--- config.mk ---
export PLATFORM = sky130hd
export DESIGN_NAME = masked_and_scheduler
export DESIGN_NICKNAME = d
export VERILOG_FILES = /design/src/rtl/masked_and_scheduler.sv
export SDC_FILE = /design/constraint.sdc
export NUM_CORES = 1
export LEC_CHECK = 0
export BUFFER_PORTS_ARGS = -buffer_cell sky130_fd_sc_hd__buf_2
export CAP_MARGIN = 25
export CORE_MARGIN = 8
export CORE_UTILIZATION = 47
export DETAILED_ROUTE_END_ITERATION = 6
export PLACE_DENSITY = 0.84
export SLEW_MARGIN = 20
export SYNTH_ARGS = -nofsm -noshare
export SYNTH_HDL_FRONTEND = slang
export SYNTH_SLANG_ARGS = --single-unit
--- constraint.sdc ---
create_clock -name clk -period 2.65 [get_ports clk]
set_clock_uncertainty 0.1 [all_clocks]
set_input_delay 0.1325 -clock clk [delete_from_list [all_inputs] [get_ports clk]]
set_output_delay 0.1325 -clock clk [all_outputs]
set_load 0.05 [all_outputs]
--- src/rtl/masked_and_scheduler.sv ---
// Round-robin front end that shares one 2-share masked AND gadget between two requesters.
// Gadget operands are precharged to zero outside issue cycles and the mask comes from a free-running LFSR.
module masked_and_scheduler #(
    parameter int          WIDTH     = 4,
    parameter int          ISSUE_GAP = 0,
    parameter logic [15:0] LFSR_SEED = 16'hACE1
) (
    input  logic                 clk,
    input  logic                 rst,
    input  logic [1:0]           req_valid,
    output logic [1:0]           req_ready,
    input  logic [4*WIDTH-1:0]   req_x,
    input  logic [4*WIDTH-1:0]   req_y,
    output logic [1:0]           rsp_valid,
    output logic [2*WIDTH-1:0]   rsp_z,
    output logic [WIDTH-1:0]     g_x0,
    output logic [WIDTH-1:0]     g_x1,
    output logic [WIDTH-1:0]     g_y0,
    output logic [WIDTH-1:0]     g_y1,
    output logic [WIDTH-1:0]     g_random,
    input  logic [WIDTH-1:0]     g_z0,
    input  logic [WIDTH-1:0]     g_z1,
    output logic                 busy,
    output logic [15:0]          issue_count
);

    localparam logic [15:0] SEED = (LFSR_SEED == 16'h0000) ? 16'hACE1 : LFSR_SEED;
    localparam logic [7:0]  GAP  = 8'(ISSUE_GAP);

    // x^16+x^14+x^13+x^11+1, shifted left with the feedback entering bit 0
    function automatic logic [15:0] lfsr_step(input logic [15:0] s);
        return {s[14:0], s[15] ^ s[13] ^ s[12] ^ s[10]};
    endfunction

    logic                ptr;
    logic [7:0]          gap_cnt;
    logic                vld_s1;
    logic                vld_s2;
    logic                tag_s1;
    logic                tag_s2;
    logic [15:0]         lfsr;
    logic                can_issue;
    logic [1:0]          grant;
    logic                issue;
    logic [2*WIDTH-1:0]  drv_x;
    logic [2*WIDTH-1:0]  drv_y;

    // Round-robin grant from registered state; reset blocks any grant
    always_comb begin
        can_issue = (gap_cnt == 8'd0) && !rst;
        grant     = 2'b00;
        if (!can_issue) begin
            grant = 2'b00;
        end else if (req_valid == 2'b11) begin
            grant = ptr ? 2'b10 : 2'b01;
        end else begin
            grant = req_valid;
        end
        issue = |grant;
    end

    // Each requester's shares are gated by its own grant bit, so ungranted data never reaches the gadget
    always_comb begin
        drv_x = (req_x[0 +: 2*WIDTH]       & {(2*WIDTH){grant[0]}})
              | (req_x[2*WIDTH +: 2*WIDTH] & {(2*WIDTH){grant[1]}});
        drv_y = (req_y[0 +: 2*WIDTH]       & {(2*WIDTH){grant[0]}})
              | (req_y[2*WIDTH +: 2*WIDTH] & {(2*WIDTH){grant[1]}});
        g_x0  = drv_x[WIDTH-1:0];
        g_x1  = drv_x[2*WIDTH-1:WIDTH];
        g_y0  = drv_y[WIDTH-1:0];
        g_y1  = drv_y[2*WIDTH-1:WIDTH];
    end

    // Arbitration pointer, issue gap, in-flight tags, issue counter and mask LFSR
    always_ff @(posedge clk or posedge rst) begin
        if (rst) begin
            ptr         <= 1'b0;
            gap_cnt     <= 8'd0;
            vld_s1      <= 1'b0;
            vld_s2      <= 1'b0;
            tag_s1      <= 1'b0;
            tag_s2      <= 1'b0;
            issue_count <= 16'd0;
            lfsr        <= SEED;
        end else begin
            lfsr   <= lfsr_step(lfsr);
            vld_s1 <= issue;
            vld_s2 <= vld_s1;
            tag_s2 <= tag_s1;
            if (issue) begin
                ptr         <= ~grant[1];
                gap_cnt     <= GAP;
                issue_count <= issue_count + 16'd1;
                tag_s1      <= grant[1];
            end else if (gap_cnt != 8'd0) begin
                gap_cnt <= gap_cnt - 8'd1;
            end else begin
                gap_cnt <= 8'd0;
            end
        end
    end

    assign req_ready = grant;
    assign rsp_valid = {vld_s2 & tag_s2, vld_s2 & ~tag_s2};
    assign rsp_z     = {g_z1, g_z0};
    assign g_random  = lfsr[WIDTH-1:0];
    assign busy      = vld_s1 | vld_s2 | (gap_cnt != 8'd0);

endmodule

Word level (Yosys, flattened, before mapping)
Index checks and enable logic that the tools add are counted.
- add/sub/neg operators: 2
- reduce and logical (&&, ||, !) cells: 5
- eq/ne operators: 1
- mux-type cells: 5
- bitwise logic cells: 15
- operator list (kind ; number):
    $and 8x8->8 ; 4
    $add 16x1->16 const B ; 1
    $mux 8 ; 2
    $or 8x8->8 ; 2
    $logic_not 8->1 ; 1
    $reduce_bool 8->1 ; 1
    $sub 8x1->8 const B ; 1
    $mux 2 ; 3
    $xor 1x1->1 ; 3
    $and 1x1->1 ; 2
    $eq 2x2->1 const B ; 1
    $not 1->1 ; 2
    $or 1x1->1 ; 2
    $reduce_or 2->1 ; 1
    $logic_and 1x1->1 ; 1
    $logic_not 1->1 ; 1
- bits in registers: 45
- bits of input ports: 44
- logic and storage cells: 36

Logic depth before layout (Yosys ltp)
Gate-level depths: netlist (run 1).
- depth in word-level cells: 5
- depth in mapped cells: 8
- gate-level depth less buffers: 6

Worst setup path after synthesis (run 1)
No wires, ideal clock.
- path type: register to output
- start: register gap_cnt[0]
- end: output g_y0[0]
- arrival time: 2.365 ns
- path buffers: 1
- setup slack: 0.052 ns
- stages on the path, launching flop included: 7
- cells stage by stage: dfrtp_1 inv_1 ha_1 or3b_2 a2111oi_4 buf_2 a22o_2
- cells in the longest elaborated chain, start to end: 5
- elaborated cells between the ends (all ways): 6
- those cells by class: mux (1); bitwise (3); reduce/logical (2)
- ends and longest elaborated chain (what ; RTL line ; text):
    start: declaration ; 36 ; logic [7:0] gap_cnt;
    start signal: assignment ; 96 ; gap_cnt <= gap_cnt - 8'd1;
    $logic_not 8->1 ; 50 ; can_issue = (gap_cnt == 8'd0) && !rst;
    $logic_and 1x1->1 ; 50 ;
    $mux 2 ; 52 ; if (!can_issue) begin
    via req_ready[0] ; 11 ; output logic [1:0] req_ready,
    $and 8x8->8 ; 66 ; drv_y = (req_y[0 +: 2*WIDTH] & {(2*WIDTH){grant[0]}})
    $or 8x8->8 ; 67 ; | (req_y[2*WIDTH +: 2*WIDTH] & {(2*WIDTH){grant[1]}});
    end: declaration ; 18 ; output logic [WIDTH-1:0] g_y0,
The timed path passes the listed nets, and every way through them passes these cells.

Worst setup path after layout (run 1)
- start: register gap_cnt[0]
- end: output g_y1[1]
- cells in the longest elaborated chain, start to end: 5
- elaborated cells between the ends (all ways): 6
- those cells by class: mux (1); bitwise (3); reduce/logical (2)
- ends and longest elaborated chain (what ; RTL line ; text):
    $logic_not 8->1 * ; 50 ;
    $logic_and 1x1->1 * ; 50 ;
    $mux 2 * ; 52 ;
    $and 8x8->8 (on tied branches) ; 66, 67 ;
    $or 8x8->8 * ; 67 ;
    end: declaration ; 19 ; output logic [WIDTH-1:0] g_y1,
Mark *: on every way between the ends. The rest lies on a longest branch, timed or not.

==> impl_metrics.env, run 1 <==
export IMPL_final_hold_viol_count=0
export IMPL_status="complete, no violations"
export IMPL_io_buffers=76
export IMPL_drc=0
export IMPL_grt_pass1_vias=1493
export IMPL_hp_class="primary input to primary output"
export IMPL_initial_utilization_pct=48.21
export IMPL_rsz0062_at_grt="yes"
export IMPL_clk_pin_slew_ns=0.08
export IMPL_fmaxAchievable_mhz=381.5
export IMPL_worstSetupPathType="register to primary output"
export IMPL_dr_pass1_iters=4
export IMPL_die_w_um=82.60
export IMPL_syn_inst=175
export IMPL_required_ns=2.42
export IMPL_ys_top_cells_by_count="dfrtp_1 (37), xor2_1 (15), buf_4 (13)"
export IMPL_min_period_ns=2.621
export IMPL_htree_levels=2
export IMPL_cts_path_max_buffers=2
export IMPL_synth_top_cell_area_share_pct=44.42
export IMPL_syn_to_final_growth_pct=34.69
export IMPL_final_antenna_net_count=0
export IMPL_worstPathArrival_ns=2.39
export IMPL_crit_chain="inv_2 > ha_4 > or3b_4 > or2_4 > nor3_4 > clkbuf_16 > a22o_2 > buf_8"
export IMPL_insertion_delay_ns=0.29
export IMPL_synth_area_leader_cell="dfrtp_1"
export IMPL_drive_gt1_share_pct=48.84
export IMPL_wl_per_cell_um=15.42
export IMPL_cp_top_family="simple AND/OR/NAND/NOR gates"
export IMPL_io_pin_count=93
export IMPL_syn_nets=222
export IMPL_synthArstFlopShare_pct=100.0
export IMPL_dp_hpwl_um=3340
export IMPL_cts_sinks=45
export IMPL_synth_flop_cell="dfrtp_1"
export IMPL_initialDrtViolationCount=106
export IMPL_cts_tree="done"
export IMPL_cp_start_kind="register"
export IMPL_fin_tns_setup_ns=0
export IMPL_synth_edf_count=0
export IMPL_dieArea_um2=6822
export IMPL_clock_root_buffer="clkbuf_8"
export IMPL_die_h_um=82.60
export IMPL_core_rowCount=24
export IMPL_syn_area_um2=2084
export IMPL_syn_avg_cell_area_um2=11.91
export IMPL_grt_usage_pct=12.96
export IMPL_path_buf_inv=3
export IMPL_fillers=341
export IMPL_slew_violations=0
export IMPL_powerDensity_nw_per_um2=675.7
export IMPL_grt_max_degree=46
export IMPL_p_leak_uw=0.001498
export IMPL_cts_buffers=5
export IMPL_ys_warn_count=0
export IMPL_routabilityCongestion=0.8101
export IMPL_synth_seq_cells=45
export IMPL_seq_area_frac_synth_pct=54.50
export IMPL_grt_overflow=0
export IMPL_cp_slowest_cell="dfrtp_1"
export IMPL_grt_pass1_wl_um=6906
export IMPL_yosysMostFrequentCell="dfrtp_1"
export IMPL_viasPerCell=5.129
export IMPL_num_antenna_cells=0
export IMPL_worst_pin_slew_ns=0.5437
export IMPL_setup_viol=0
export IMPL_core_area_um2=4324
export IMPL_routed_via_count=1590
export IMPL_critPathCaptureType="primary output"
export IMPL_max_cap_violations=0
export IMPL_crit_path_max_incr_delay_ns=0.41
export IMPL_crit_path_max_fanout=7
export IMPL_yosys_top_cells_area="dfrtp_1 (44%), dfstp_2 (10%), xor2_1 (6.3%), buf_4 (4.7%), a22o_1 (3.8%)"
export IMPL_wl_um=4780
export IMPL_final_nets=304
export IMPL_final_util_pct=64.93
export IMPL_peakVddDrop_uv=405.0
export IMPL_yosysUniqueCellTypes=37
export IMPL_finalCritPeriodShare_pct=98.92
export IMPL_max_slew_margin_pct=63.75
export IMPL_antenna_found_initial=0
## power by group
| group | switching [uW] | internal (uW) |
|---|---|---|
| Clock | 214 | 280 |
| Sequential | 83.0 | 744 |
| Combinational | 392 | 184 |
| Total | 689 | 1210 |
## flip-flops by register name (all words and copies together), names as in the netlist
| name | flops |
|---|---|
| gap_cnt | 8 |
| issue_count | 16 |
| lfsr | 16 |
| ptr | 1 |
| tag_s1 | 1 |
| tag_s2 | 1 |
| vld_s1 | 1 |
| vld_s2 | 1 |
## per-stage QoR
stage	hold WS, ns	instance area, um^2	std cells	power [uW]	setup WS [ns]
floorplan	0.2312	2085	175	1246	0.05250
global placement	0.1653	2454	291	1357	0.1774
global route	0.1651	2808	310	1988	-0.07735
CTS	0.1653	2625	301	1890	0.01867
finish	0.1650	2808	310	1897	0.02874
detailed placement	0.1653	2454	291	1371	0.09397
## metal layers
layer	part of all wire [%]	global-route usage, %	wire length (um)	up-vias
met3	6.0	3.896	286	7
li1	-	-	-	759
met1	40	16.08	1907	786
met4	1.4	5.517	69	0
met2	53	20.52	2517	38
met5	0	0	0	-
## repair_timing
action	4_1_cts	5_1_grt
endpoints found under the setup margin	18	19
pin swaps	1	2
hold buffers	1	0
gates resized for setup	18	30
endpoints found under the hold margin	37	0
buffers inserted	1	6
gates cloned	0	3
## area by class of cell
| class | instances | area, um^2 | share of cell area [%] |
|---|---|---|---|
| clock buffers | 6 | 72.57 | 2.585 |
| well taps | 52 | 65.06 | 2.317 |
| multi-input cells | 104 | 805.8 | 28.70 |
| repair buffers | 93 | 663.1 | 23.62 |
| flip-flops and latches | 45 | 1136 | 40.46 |
| clock inverters | 2 | 35.03 | 1.248 |
| inverters | 8 | 30.03 | 1.070 |
## placed cells by master (no fill, tap or decap), types with 2 or more instances in the layout
cell type,count
a21oi_1,3
and4_1,3
xor2_1,15
inv_1,6
nand4_1,3
xnor2_1,6
nand2_1,6
buf_4,11
inv_2,2
mux2_2,2
o21ai_0,2
buf_2,60
clkbuf_8,5
nor2_1,10
a22o_2,7
ha_1,2
nor4_1,4
dfstp_2,8
nor3_1,7
buf_6,16
a22o_1,9
dfrtp_1,37
or3_1,3
nand3_1,6
buf_8,3
## final timing paths
path / slack, ns / start / end / depth (start not counted)
worst max register to register: 0.43 / gap_cnt[0] / issue_count[5] / 7
worst min register to register: 0.26 / lfsr[8] / lfsr[9] / 0
worst min-delay path: 0.17 / g_z1[1] / rsp_z[5] / 0
min in group asynchronous: 0.46 / rst / gap_cnt[6] / 4
max in group asynchronous: 1.60 / rst / lfsr[15] / 4
worst max-delay path: 0.03 / gap_cnt[0] / g_y1[1] / 8
## kinds of logic after synthesis
family          count (synthesis)  synth area share, %
fa+ha+maj                       3                1.801
xor+xnor                       21                8.824
flops                          45                54.50
mux                             2                1.080
buf+inv                        26                7.863
compound gates                 25                10.86
simple gates                   53                15.07
No activity file was read; power rests on OpenSTA's default activity.
==> run 2, diff against run 1 <==
--- a/config.mk
+++ b/config.mk
@@ -5,12 +5,13 @@
 export SDC_FILE = /design/constraint.sdc
 export NUM_CORES = 1
 export LEC_CHECK = 0
+export ABC_AREA = 1
 export BUFFER_PORTS_ARGS = -buffer_cell sky130_fd_sc_hd__buf_2
 export CAP_MARGIN = 25
 export CORE_MARGIN = 8
-export CORE_UTILIZATION = 47
+export CORE_UTILIZATION = 48
 export DETAILED_ROUTE_END_ITERATION = 6
-export PLACE_DENSITY = 0.84
+export PLACE_DENSITY = 0.83
 export SLEW_MARGIN = 20
 export SYNTH_ARGS = -nofsm -noshare
 export SYNTH_HDL_FRONTEND = slang
==> run 2 against run 1 <==
Net effect:
- die area increased by 7.6%
- sequential power fell by 5.0%
- register-to-register slack gained 0.25 ns
- maximum frequency rose by 8.0%
- clock power rose by 7.5%
- combinational power is 18% lower
- critical path depth rose by 1
- via count up 29%
- synthesized cell count increased by 67%
- non-clock buffer count is 12 lower
- count of clock-buffer cells in the layout fell by 1
- design area fell by 0.31%
==> impl_metrics.env, run 2 <==
export IMPL_final_hold_viol_count=0
export IMPL_final_util_pct=59.65
export IMPL_antenna_found_initial=0
export IMPL_max_cap_violations=0
export IMPL_worstPathArrival_ns=2.19
export IMPL_cts_path_max_buffers=2
export IMPL_hold_ws_ns=0.1475
export IMPL_syn_nets=339
export IMPL_syn_avg_cell_area_um2=7.979
export IMPL_dieArea_um2=7338
export IMPL_grt_pass1_wl_um=9273
export IMPL_grt_pass1_vias=2051
export IMPL_ys_top_cells_by_count="nand2_1 (120), dfrtp_1 (37), nand3_1 (28)"
export IMPL_synth_flop_cell="dfrtp_1"
export IMPL_setup_viol=0
export IMPL_syn_area_um2=2330
export IMPL_critPathCaptureType="primary output"
export IMPL_dr_pass1_iters=4
export IMPL_netSwitchingFraction_pct=36.52
export IMPL_die_w_um=85.67
export IMPL_r2r_setup_slack_ns=0.68
export IMPL_powerDensity_nw_per_um2=638.1
export IMPL_synth_top_cell_area_share_pct=39.74
export IMPL_insertion_delay_ns=0.30
export IMPL_slew_violations=0
export IMPL_viasPerCell=4.913
export IMPL_clock_root_buffer="clkbuf_8"
export IMPL_cts_tree="done"
export IMPL_initial_utilization_pct=49.65
export IMPL_p_total_uw=1786
export IMPL_fmaxAchievable_mhz=412.0
export IMPL_yosysMostFrequentCell="nand2_1"
export IMPL_syn_inst=292
export IMPL_dp_hpwl_um=3997
export IMPL_sequentialPowerShare_pct=44.0
export IMPL_die_h_um=85.67
export IMPL_grt_overflow=0
export IMPL_final_cell_mix="nand2_1 (120), buf_2 (76), dfrtp_1 (37)"
export IMPL_synth_edf_count=0
export IMPL_max_slew_margin_pct=54.19
export IMPL_synth_area_leader_cell="dfrtp_1"
export IMPL_multi_input_area_um2=978.4
export IMPL_fillers=431
export IMPL_drive_gt1_share_pct=28.45
export IMPL_worstSetupPathType="register to primary output"
export IMPL_rr_worst_depth=9
export IMPL_min_period_ns=2.427
export IMPL_pwr_share_clk_pct=29.7
export IMPL_p_int_uw=1134
export IMPL_hp_class="primary input to async pin"
export IMPL_status="complete, no violations"
export IMPL_cp_start_kind="register"
export IMPL_htree_levels=2
export IMPL_r2r_start="gap_cnt[0]"
export IMPL_worst_pin_slew_ns=0.6847
export IMPL_synth_seq_cells=45
export IMPL_io_pin_count=93
export IMPL_num_antenna_cells=0
export IMPL_p_leak_uw=0.001623
export IMPL_required_ns=2.42
export IMPL_finalCritPeriodShare_pct=91.59
export IMPL_power_switching_uw=652.3
export IMPL_grt_usage_pct=15.45
export IMPL_seq_area_frac_synth_pct=48.76
export IMPL_io_buffers=76
export IMPL_yosysUniqueCellTypes=25
export IMPL_final_antenna_net_count=0
export IMPL_core_rowCount=25
export IMPL_p_comb_share_pct=26.3
export IMPL_core_area_um2=4692
export IMPL_yosys_top_cells_area="dfrtp_1 (40%), nand2_1 (19%), dfstp_2 (9.0%), nand3_1 (6.0%), buf_4 (3.9%)"
export IMPL_synthArstFlopShare_pct=100.0
export IMPL_syn_to_final_growth_pct=20.14
export IMPL_drc=0
export IMPL_final_nets=408
export IMPL_wl_um=5558
export IMPL_timing_rr_end="issue_count[11]"
export IMPL_fin_tns_setup_ns=0
export IMPL_wl_per_cell_um=13.36
export IMPL_clk_pin_slew_ns=0.09
export IMPL_final_common_cell="nand2_1"
export IMPL_initialDrtViolationCount=63
export IMPL_grt_max_degree=45
export IMPL_cts_sinks=45
export IMPL_cts_buffers=5
export IMPL_seq_area_um2=1136
export IMPL_peakVddDrop_uv=511.4
export IMPL_routed_via_count=2044
export IMPL_crit_path_max_fanout=17
export IMPL_ys_warn_count=0
export IMPL_routabilityCongestion=0.8412
export IMPL_largest_registers="issue_count x16, lfsr x16, gap_cnt x8"
export IMPL_rsz0062_at_grt="no"
[run 2: changes by cell type in the layout (fill, tap and decap cells not counted), sizes merged, moves of 5 or more]
cell	change
nand2	+115
xor2	-8
a22o	-16
nor2	+16
buf	-11
nor3	-7
nor4	-5
inv	+10
nand3	+23
[run 2: metrics by stage]
step / instances / setup slack [ns] / instance area, um^2
2_1_floorplan: 292 / 0.1278 / 2330
3_3_place_gp: 405 / 0.3503 / 2649
3_5_place_dp: 405 / 0.2769 / 2649
4_1_cts: 414 / 0.1130 / 2779
5_1_grt: 416 / 0.01907 / 2799
6_report: 416 / 0.2230 / 2799
[run 2: power groups by stage]
stage / Combinational (uW) / Clock [uW] / Sequential [uW]
final: 471 / 530 / 786
after global routing: 511 / 566 / 797
after CTS: 471 / 534 / 787
after detailed placement: 469 / 0 / 799
after global placement: 464 / 0 / 798
after floorplan: 278 / 0 / 901
[run 2: cell type report]
type | count | share of cell area, %
Clock buffer | 5 | 2.459
Inverter | 20 | 2.906
Tap cell | 54 | 2.414
Multi-Input combinational cell | 208 | 34.96
Sequential cell | 45 | 40.59
Clock inverter | 3 | 1.654
Timing Repair Buffer | 81 | 15.02
[run 2: timing repair]
item                                   in CTS  in global routing
gates resized for setup                     1                  2
hold buffers                                1                  0
setup endpoints to repair                  16                 16
endpoints found under the hold margin      23                  0
pin swaps                                   0                  2
buffers inserted                            0                  2
[run 2: cells by family after synthesis]
group	after synthesis	share of synthesized area, %
compound gates	5	1.289
xor+xnor	13	4.887
fa+ha+maj	3	1.611
buf+inv	39	9.452
flops	45	48.76
simple gates	187	34.00
[run 2: metal layers]
metal	GRT usage [%]	vias up	share of wire, %
met1	19.26	958	45
met4	3.981	0	1.0
met3	3.916	8	4.1
met5	0	-	0
li1	-	1038	-
met2	25.88	40	50
[run 2: worst max-delay path by stage]
stage / start / end / slack, ns / depth (start not counted)
6_report: gap_cnt[0] / g_x1[1] / 0.22 / 9
5_1_grt: gap_cnt[0] / g_y0[0] / 0.02 / 9
4_1_cts: gap_cnt[0] / g_y0[3] / 0.11 / 9
3_5_place_dp: gap_cnt[0] / g_y0[3] / 0.28 / 9
3_3_place_gp: gap_cnt[0] / g_y0[1] / 0.35 / 9
2_1_floorplan: rst / g_x1[1] / 0.13 / 6
[run 2: critical path: stages (launching register included)]
cell and delay, ns:
dfrtp_1 0.39, inv_1 0.09, ha_1 0.15, nand3_1 0.12, nor2_4 0.26, nand3_1 0.20
clkinvlp_4 0.26, nand2_1 0.10, nand2_1 0.08, buf_2 0.26
